**src/rtl/regbank_wb_arbiter.sv**
```systemverilog
// Round-robin writeback arbiter for the register bank write port.
// Ports: req0 = ALU, req1 = load; rf_* = bank write; fwd* = in-flight match.
module regbank_wb_arbiter #(
    parameter int DATA_W      = 32,
    parameter int ADDR_W      = 5,
    parameter bit ZERO_REG_EN = 1'b1
) (
    input  logic              clk,
    input  logic              rst_n,
    input  logic              stall_i,
    input  logic              req0_valid_i,
    input  logic [ADDR_W-1:0] req0_addr_i,
    input  logic [DATA_W-1:0] req0_data_i,
    output logic              req0_ready_o,
    input  logic              req1_valid_i,
    input  logic [ADDR_W-1:0] req1_addr_i,
    input  logic [DATA_W-1:0] req1_data_i,
    output logic              req1_ready_o,
    output logic              rf_we_o,
    output logic [ADDR_W-1:0] rf_waddr_o,
    output logic [DATA_W-1:0] rf_wdata_o,
    input  logic [ADDR_W-1:0] rs1_addr_i,
    input  logic [ADDR_W-1:0] rs2_addr_i,
    output logic              fwd1_o,
    output logic              fwd2_o,
    output logic [DATA_W-1:0] fwd_data_o
);

    logic              last_grant;
    logic              gnt0;
    logic              gnt1;
    logic              xfer;
    logic [ADDR_W-1:0] sel_addr;
    logic [DATA_W-1:0] sel_data;

    // Grants are masked by rst_n so nothing is accepted while in reset.
    always_comb begin
        gnt0 = 1'b0;
        gnt1 = 1'b0;
        if (rst_n && !stall_i) begin
            gnt0 = req0_valid_i && (!req1_valid_i || last_grant);
            gnt1 = req1_valid_i && (!req0_valid_i || !last_grant);
        end
    end

    assign req0_ready_o = gnt0;
    assign req1_ready_o = gnt1;
    assign xfer         = gnt0 || gnt1;
    assign sel_addr     = gnt1 ? req1_addr_i : req0_addr_i;
    assign sel_data     = gnt1 ? req1_data_i : req0_data_i;

    always_ff @(posedge clk or negedge rst_n) begin
        if (!rst_n) begin
            last_grant <= 1'b1;
            rf_we_o    <= 1'b0;
            rf_waddr_o <= '0;
            rf_wdata_o <= '0;
        end else if (xfer) begin
            last_grant <= gnt1;
            rf_waddr_o <= sel_addr;
            rf_wdata_o <= sel_data;
            // Address 0 is accepted but suppressed at the bank.
            rf_we_o    <= !(ZERO_REG_EN && (sel_addr == '0));
        end else begin
            rf_we_o    <= 1'b0;
        end
    end

    assign fwd1_o     = rf_we_o && (rf_waddr_o == rs1_addr_i);
    assign fwd2_o     = rf_we_o && (rf_waddr_o == rs2_addr_i);
    assign fwd_data_o = rf_wdata_o;

endmodule

```
**config.mk**
```make
export PLATFORM = sky130hd
export DESIGN_NAME = regbank_wb_arbiter
export DESIGN_NICKNAME = d
export VERILOG_FILES = /design/src/rtl/regbank_wb_arbiter.sv
export SDC_FILE = /design/constraint.sdc
export NUM_CORES = 1
export LEC_CHECK = 0
export BUFFER_PORTS_ARGS = -buffer_cell sky130_fd_sc_hd__buf_2
export CORE_MARGIN = 2
export CORE_UTILIZATION = 46
export DETAILED_ROUTE_END_ITERATION = 7
export PLACE_DENSITY = 0.92
export SYNTH_ARGS = -nofsm -noshare
export SYNTH_HDL_FRONTEND = slang
export SYNTH_SLANG_ARGS = --single-unit
```
**constraint.sdc**
```tcl
create_clock -name clk -period 2.3 [get_ports clk]
set_clock_uncertainty 0.05 [all_clocks]
set_input_delay 0 -clock clk [delete_from_list [all_inputs] [get_ports clk]]
set_output_delay 0 -clock clk [all_outputs]
set_load 0.05 [all_outputs]
```
# Word-level counts from Yosys, hierarchy flattened
# Cells that the tools add are included.
# word_totals
in_bits	89
register_bits	39
output_inout_bits	74
wordCells	25
# classes
muxes	5
n_eq_ne	2
reduce_logical	14
# op_table
op	n
2-to-1 mux 32 bit	1
== test 5 bit	2
logical AND 1 bit	5
logical NOT 1 bit	5
logical NOT 5 bit	1
2-to-1 mux 5 bit	1
logical OR 1 bit	3
2-to-1 mux 1 bit	3

# Depth between registers and ports, before layout
# Gate-level depths: netlist (run 1).
# depth
word_depth	8
ltp_mapped	6
ltp_nobuf	4

# Least setup slack after synthesis (run 1)
# OpenSTA, ideal clock, no wires.
# synth_timing
path_kind	register -> register
startpoint	register last_grant
endpoint	register rf_we_o
path_stages_with_launch	6
setup_time_ns	0.126
t_arrival_ns	1.458
slack_ns	0.666
period_less_slack_ns	1.634
path_buffers	1
required_ns	2.124
cell_sequence	dfstp_2 > buf_2 > nand2_1 > nand2_2 > inv_1 > o311a_1
# synth_between
elab_chain_cells	8
elab_cells_between_ends	12
cone_classes	mux: 4; reduce/logical: 8
# synth_lines
element	line_no	text
start, declared	29	logic last_grant;
start signal, assigned	59	last_grant <= gnt1;
logical NOT 1 bit (*)	42	gnt1 = req1_valid_i && (!req0_valid_i || !last_grant);
logical OR 1 bit (*)	42	
logical AND 1 bit (*)	42	
2-to-1 mux 1 bit (*)	40	if (rst_n && !stall_i) begin
named net req1_ready_o	18	output logic req1_ready_o,
2-to-1 mux 5 bit	49	assign sel_addr = gnt1 ? req1_addr_i : req0_addr_i;
logical NOT 5 bit	63	rf_we_o <= !(ZERO_REG_EN && (sel_addr == '0));
logical NOT 1 bit	63	
2-to-1 mux 1 bit (*)	58	end else if (xfer) begin
end signal, assigned	63	
end, declared	19	output logic rf_we_o,
# The timed path passes the listed nets; every way through them passes the cells marked *.
# A chain may end at the register's enable or synchronous reset.

# Worst setup path in the final report (run 1)
# layout_timing
startpoint	input rst_n
endpoint	register rf_wdata_o[21] (netlist: fwd_data_o[21])
# layout_between
elab_chain_cells	3
elab_cells_between_ends	5
cone_classes	mux: 3; reduce/logical: 2
# layout_lines
element	line_no	text
start, declared	9	input logic rst_n,
logical AND 1 bit (*)	40	
2-to-1 mux 1 bit	40	
2-to-1 mux 32 bit / logical OR 1 bit (equally long branches)	50, 48	
end signal, assigned	61	rf_wdata_o <= sel_data;
end, declared	21	output logic [DATA_W-1:0] rf_wdata_o,
# Every way passes the cells marked *; elsewhere a longest branch is shown, timed or not.

==> results of run 1 <==
through the flow:
stage,util,power [mW],std cells
2_1_floorplan,-,2.247,273
3_3_place_gp,0.5928,2.473,453
3_5_place_dp,0.5928,2.503,453
4_1_cts,0.7450,3.155,532
5_1_grt,0.7474,3.318,532
6_report,0.7474,3.172,532
metal layers:
layer	routed length, µm	vias up	GRT usage
met4	77	0	0.08596
met1	3452	1413	0.3467
li1	-	1348	-
met2	4456	179	0.5172
met3	710	8	0.04302
met5	0	-	0
placed cells by master (no fill, tap or decap), types with 2 or more instances in the layout:
master / n
dfrtp_1: 38
dlygate4sd3_1: 71
xnor2_1: 2
o2111ai_1: 33
o21ai_1: 5
o21a_1: 4
clkbuf_8: 5
and3_1: 6
nor4_1: 3
inv_1: 34
nor2_1: 2
xor2_1: 8
a311o_1: 4
o21ai_0: 28
o211ai_2: 3
buf_2: 162
o211ai_1: 30
clkbuf_1: 2
buf_4: 8
power groups by stage:
stage / clock network [mW] / registers, mW / logic (mW)
CTS: 0.458 / 0.928 / 1.77
global route: 0.488 / 0.952 / 1.88
global placement: 0 / 0.928 / 1.54
floorplan: 0 / 1.38 / 0.867
finish: 0.442 / 0.931 / 1.80
detailed placement: 0 / 0.938 / 1.56
worst register-to-register path: cells and delay by family (launching register included):
family | cells | cell delay [ns]
buf+inv | 2 | 0.90
flops | 1 | 0.54
simple gates | 2 | 0.41
compound gates | 1 | 0.13
area by class of cell:
cell class / count / area, µm²
clock inverters: 1 / 5.005
clock buffers: 7 / 76.32
well taps: 70 / 87.58
inverters: 35 / 131.4
multi-input cells: 139 / 1031
repair buffers: 241 / 1582
flip-flops and latches: 39 / 977.2
fillers: 378 / 1315
path summary, 6_finish.rpt:
| kind | start | to | slack [ns] | depth (start not counted) |
|---|---|---|---|---|
| max reg2reg | last_grant | fwd_data_o[21] | 0.15 | 5 |
| min | req1_addr_i[2] | rf_waddr_o[2] | 0.03 | 3 |
| min reg2reg | rf_waddr_o[4] | rf_waddr_o[4] | 0.60 | 2 |
| max | rst_n | fwd_data_o[21] | 0.13 | 7 |
| max in group asynchronous | rst_n | fwd_data_o[14] | 1.49 | 3 |
| min in group asynchronous | rst_n | last_grant | 0.21 | 2 |
logic make-up (layout without fill, tap and decap cells):
group	after synthesis	count (layout)	share of synthesized area
compound gates	110	110	0.3231
simple gates	19	19	0.04574
xor+xnor	10	10	0.03479
flops	39	39	0.3882
buf+inv	95	284	0.2082
sequential cells by signal, summed over array words and instances, names as in the netlist:
register and cells:
fwd_data_o 32, last_grant 1, rf_we_o 1, rf_waddr_o 5
what timing repair did:
action	in CTS	in global routing
gates resized for setup	0	3
endpoints found under the setup margin	0	23
hold buffers	71	0
buffers inserted	0	0
hold endpoints to repair	77	0
==> impl_metrics.ini, run 1 <==
[finish]
nets = 550
design_area_um2 = 3890
diodes = 0
area_delta_synth_final_pct = 54.52
drive_gt1_frac = 0.3983

[critical_path]
arrival_ns = 2.33
worst-path-buf-inv = 4
crit_top_cell = dlygate4sd3_1
max_stage_delay_ns = 0.61
crit_family = buffers and inverters
worst-setup-path-type = in -> reg
worstPathCellList = dlygate4sd3_1, buf_2, and3b_1, nand2_4, buf_4, o211ai_1, dlygate4sd3_1
worst_setup_path_end_kind = flip-flop
path_max_fanout = 21
slowest_stage = dlygate4sd3_1
worst_setup_path_start_kind = input port
worstPathRequired_ns = 2.46

[logic_synthesis]
yosysMostFrequentCell = dfrtp_1
synth_flop_cell = dfrtp_1
yosys.area.top_type_share = 0.3777
synth.distinct_cells = 32
synth_seq_area_share = 0.3882
synth_area_leaders = dfrtp_1, o2111ai_1, buf_4
ys_warn_count = 0
synth-edff-count = 0
synthArstFlopShare = 1.000
synth_nets = 362
avgSynthCellArea_um2 = 9.221
ys_seq_elements = 39
synth_common_cells = dfrtp_1, buf_4, inv_1
yosysTopAreaCell = dfrtp_1
synthesis.instances = 273
syn_area_um2 = 2517

[placed_design]
gp_congestion = 0.8739
hpwl_um = 5164
place_area_um2 = 3085
post-place-ws_ns = 0.6608
io_buffers = 162

[grt]
grt_max_degree = 39
grt-ovfl-total = 0
grt_pass1_vias = 2938
antenna_found_initial = 0
grt_pass1_wl_um = 13850
grt_use_total = 0.2849

[power]
ir_drop_mv = 0.5500
p_sw_frac = 0.5059
p_clk_frac = 0.139
seqPwrFrac = 0.293
combPwrFrac = 0.567
p_leak_nw = 2.006
power.internal_mw = 1.567
pwr_density_cell_nw_per_um2 = 815.4
p_sw_mw = 1.604

[die]
core_area_um2 = 5205
die_x_um = 77.98
ios = 163
rows = 26
fp.dieH_um = 77.98
dieArea_um2 = 6080
initial_utilization = 0.4837

[outcome]
status = finished clean

[cts]
h-tree-depth = 2
clk_pin_slew_ns = 0.07
cts_tree = yes
cts.sinks = 39
clockBufferDepth = 2
cts_made_buffers = 5
clkLatencyLatePin_ns = 0.28
root_buffer = clkbuf_8

[timing]
fin_crit_ns = 2.170
max_freq_mhz = 460.7
finalSetupTns_ns = 0
hold_viol = 0
holdWs_ns = 0.03432
setup_viol = 0
grt_setup_unrepaired = no
finalMaxSlewViolations = 0
setup_slack_ns = 0.1295
worstMarginPinSlew_ns = 0.4867
slew_headroom = 0.6755
fin_crit_sh = 0.9437

[detailed_routing]
via_per_inst = 5.541
wirelength_um = 8696
wl_per_cell_um = 16.35
drc = 0
ant_nets = 0
first_iter_violations = 134
num_vias = 2948
drtPass1Iterations = 4

[hold_path]
hp-class = in -> reg

[run]
drv_cap = 0
Power figures use the tool's default switching activity.
==> run 2, diff against run 1 <==
- CORE_UTILIZATION: 46 -> 43
- PLACE_DENSITY: 0.92 -> 0.87
- clock period: 2.3 -> 2.35 ns (I/O delays scaled with it)
==> run 2 against run 1 <==
Utilization down 4.8 points; hold slack improved by 0.0022 ns; final area rose by 0.16%; non-clock buffer count grew 2; register-to-register slack worse by 0.04 ns; count of clock-buffer cells in the layout shrank 1; via count about the same; worst setup slack worse by 0.023 ns; flip-flop and latch count unchanged; wire length is 0.75% higher.
==> impl_metrics.ini, run 2 (synthesis gave the netlist of run 1 again) <==
[grt]
grt_use_total = 0.2677
grt_max_degree = 39
grt-ovfl-total = 0
antenna_found_initial = 0
grt_pass1_vias = 2969
grt_pass1_wl_um = 13590

[timing]
setup_slack_ns = 0.1061
finalMaxSlewViolations = 0
finalSetupTns_ns = 0
max_freq_mhz = 445.6
fin_crit_sh = 0.9549
worstMarginPinSlew_ns = 0.5288
setup_viol = 0
grt_setup_unrepaired = no
slew_headroom = 0.6453
hold_viol = 0
holdWs_ns = 0.03648
fin_crit_ns = 2.244

[cts]
post_cts_buffers = 0
h-tree-depth = 2
clkLatencyLatePin_ns = 0.28
clockBufferDepth = 2
cts.sinks = 39
cts_made_buffers = 5
clk_pin_slew_ns = 0.07
root_buffer = clkbuf_8
cts_tree = yes

[placed_design]
hpwl_um = 5304
post-place-ws_ns = 0.7006
io_buffers = 162
place_area_um2 = 3095
gp_congestion = 0.8227
dp_cells = 456

[detailed_routing]
drtPass1Iterations = 4
num_vias = 2950
via_per_inst = 5.524
ant_nets = 0
wirelength_um = 8761
wl_per_cell_um = 16.41
drc = 0
first_iter_violations = 130

[critical_path]
worst-setup-path-type = in -> reg
crit_start = rst_n
crit_family = buffers and inverters
max_stage_delay_ns = 0.59
worst-path-buf-inv = 4
arrival_ns = 2.35
crit_top_cell = dlygate4sd3_1
timing.rr.start = last_grant
crit_end = fwd_data_o[21]
timing.rr.end = fwd_data_o[21]
worst_setup_path_start_kind = input port
crit_cells = 7
path_max_fanout = 21
r2r_cells = 5
worstPathRequired_ns = 2.46
r2r_setup_slack_ns = 0.11
worstPathCellList = dlygate4sd3_1, buf_2, and3b_1, nand2_2, buf_4, o211ai_1, dlygate4sd3_1
worst_setup_path_end_kind = flip-flop
slowest_stage = dlygate4sd3_1

[power]
power_mw = 3.078
pwr_density_cell_nw_per_um2 = 789.9
ir_drop_mv = 0.4560
p_leak_nw = 2.002

[die]
ios = 163
fp.dieH_um = 80.52
dieArea_um2 = 6483
initial_utilization = 0.4516
rows = 27
die_x_um = 80.52
core_area_um2 = 5574

[finish]
nets = 552
design_area_um2 = 3896
final_cell_mix = buf_2, dlygate4sd3_1, dfrtp_1, inv_1, o2111ai_1
drive_gt1_frac = 0.3983
diodes = 0
finalNonFillerCells = 534
area_delta_synth_final_pct = 54.77
nFillCells = 437
layout_commonest_cell = buf_2
largest_register_ff_count = 32
fin_util = 0.6990

[hold_path]
hp-class = in -> reg

[outcome]
status = finished clean

[run]
drv_cap = 0
[run 2: routing by layer]
metal | vias up | global-route usage | part of all wire
met1 | 1402 | 0.3213 | 0.38
met5 | - | 0 | 0
met4 | 0 | 0.09661 | 0.025
li1 | 1349 | - | -
met3 | 24 | 0.05056 | 0.076
met2 | 175 | 0.4742 | 0.52
[run 2: layout make-up]
class	instances	area (µm²)	area share
flip-flops and latches	39	977.2	0.2508
multi-input cells	139	1026	0.2633
clock buffers	6	72.57	0.01863
repair buffers	243	1599	0.4104
inverters	35	131.4	0.03372
well taps	72	90.09	0.02312
[run 2: repair_timing]
item / 4_1_cts / 5_1_grt
hold buffers: 72 / 0
endpoints found under the hold margin: 78 / 0
endpoints found under the setup margin: 0 / 17
gates resized for setup: 0 / 2
[run 2: worst min-delay path by stage]
stage / end / cells after the start / startpoint / slack (ns)
finish: rf_waddr_o[2] / 3 / req1_addr_i[2] / 0.04
global route: rf_waddr_o[2] / 3 / req1_addr_i[2] / 0.04
CTS: rf_waddr_o[2] / 3 / req1_addr_i[2] / 0.02
detailed placement: last_grant / 1 / rst_n / -0.06
global placement: last_grant / 1 / rst_n / -0.07
floorplan: fwd_data_o[0] / 0 / rst_n / -0.35
[run 2: where the power goes]
group	leakage, nW	switching, mW	total [mW]	internal [mW]
Sequential	0.482	0.109	0.913	0.804
Clock	0.0371	0.212	0.410	0.198
Combinational	1.48	1.23	1.75	0.523
[run 2: worst reg2reg max path, cell delays in order (launching register included)]
cell           delay, ns
dfstp_2             0.53
nand2_1             0.12
nand2_2             0.37
buf_4               0.34
o211ai_1            0.12
dlygate4sd3_1       0.59
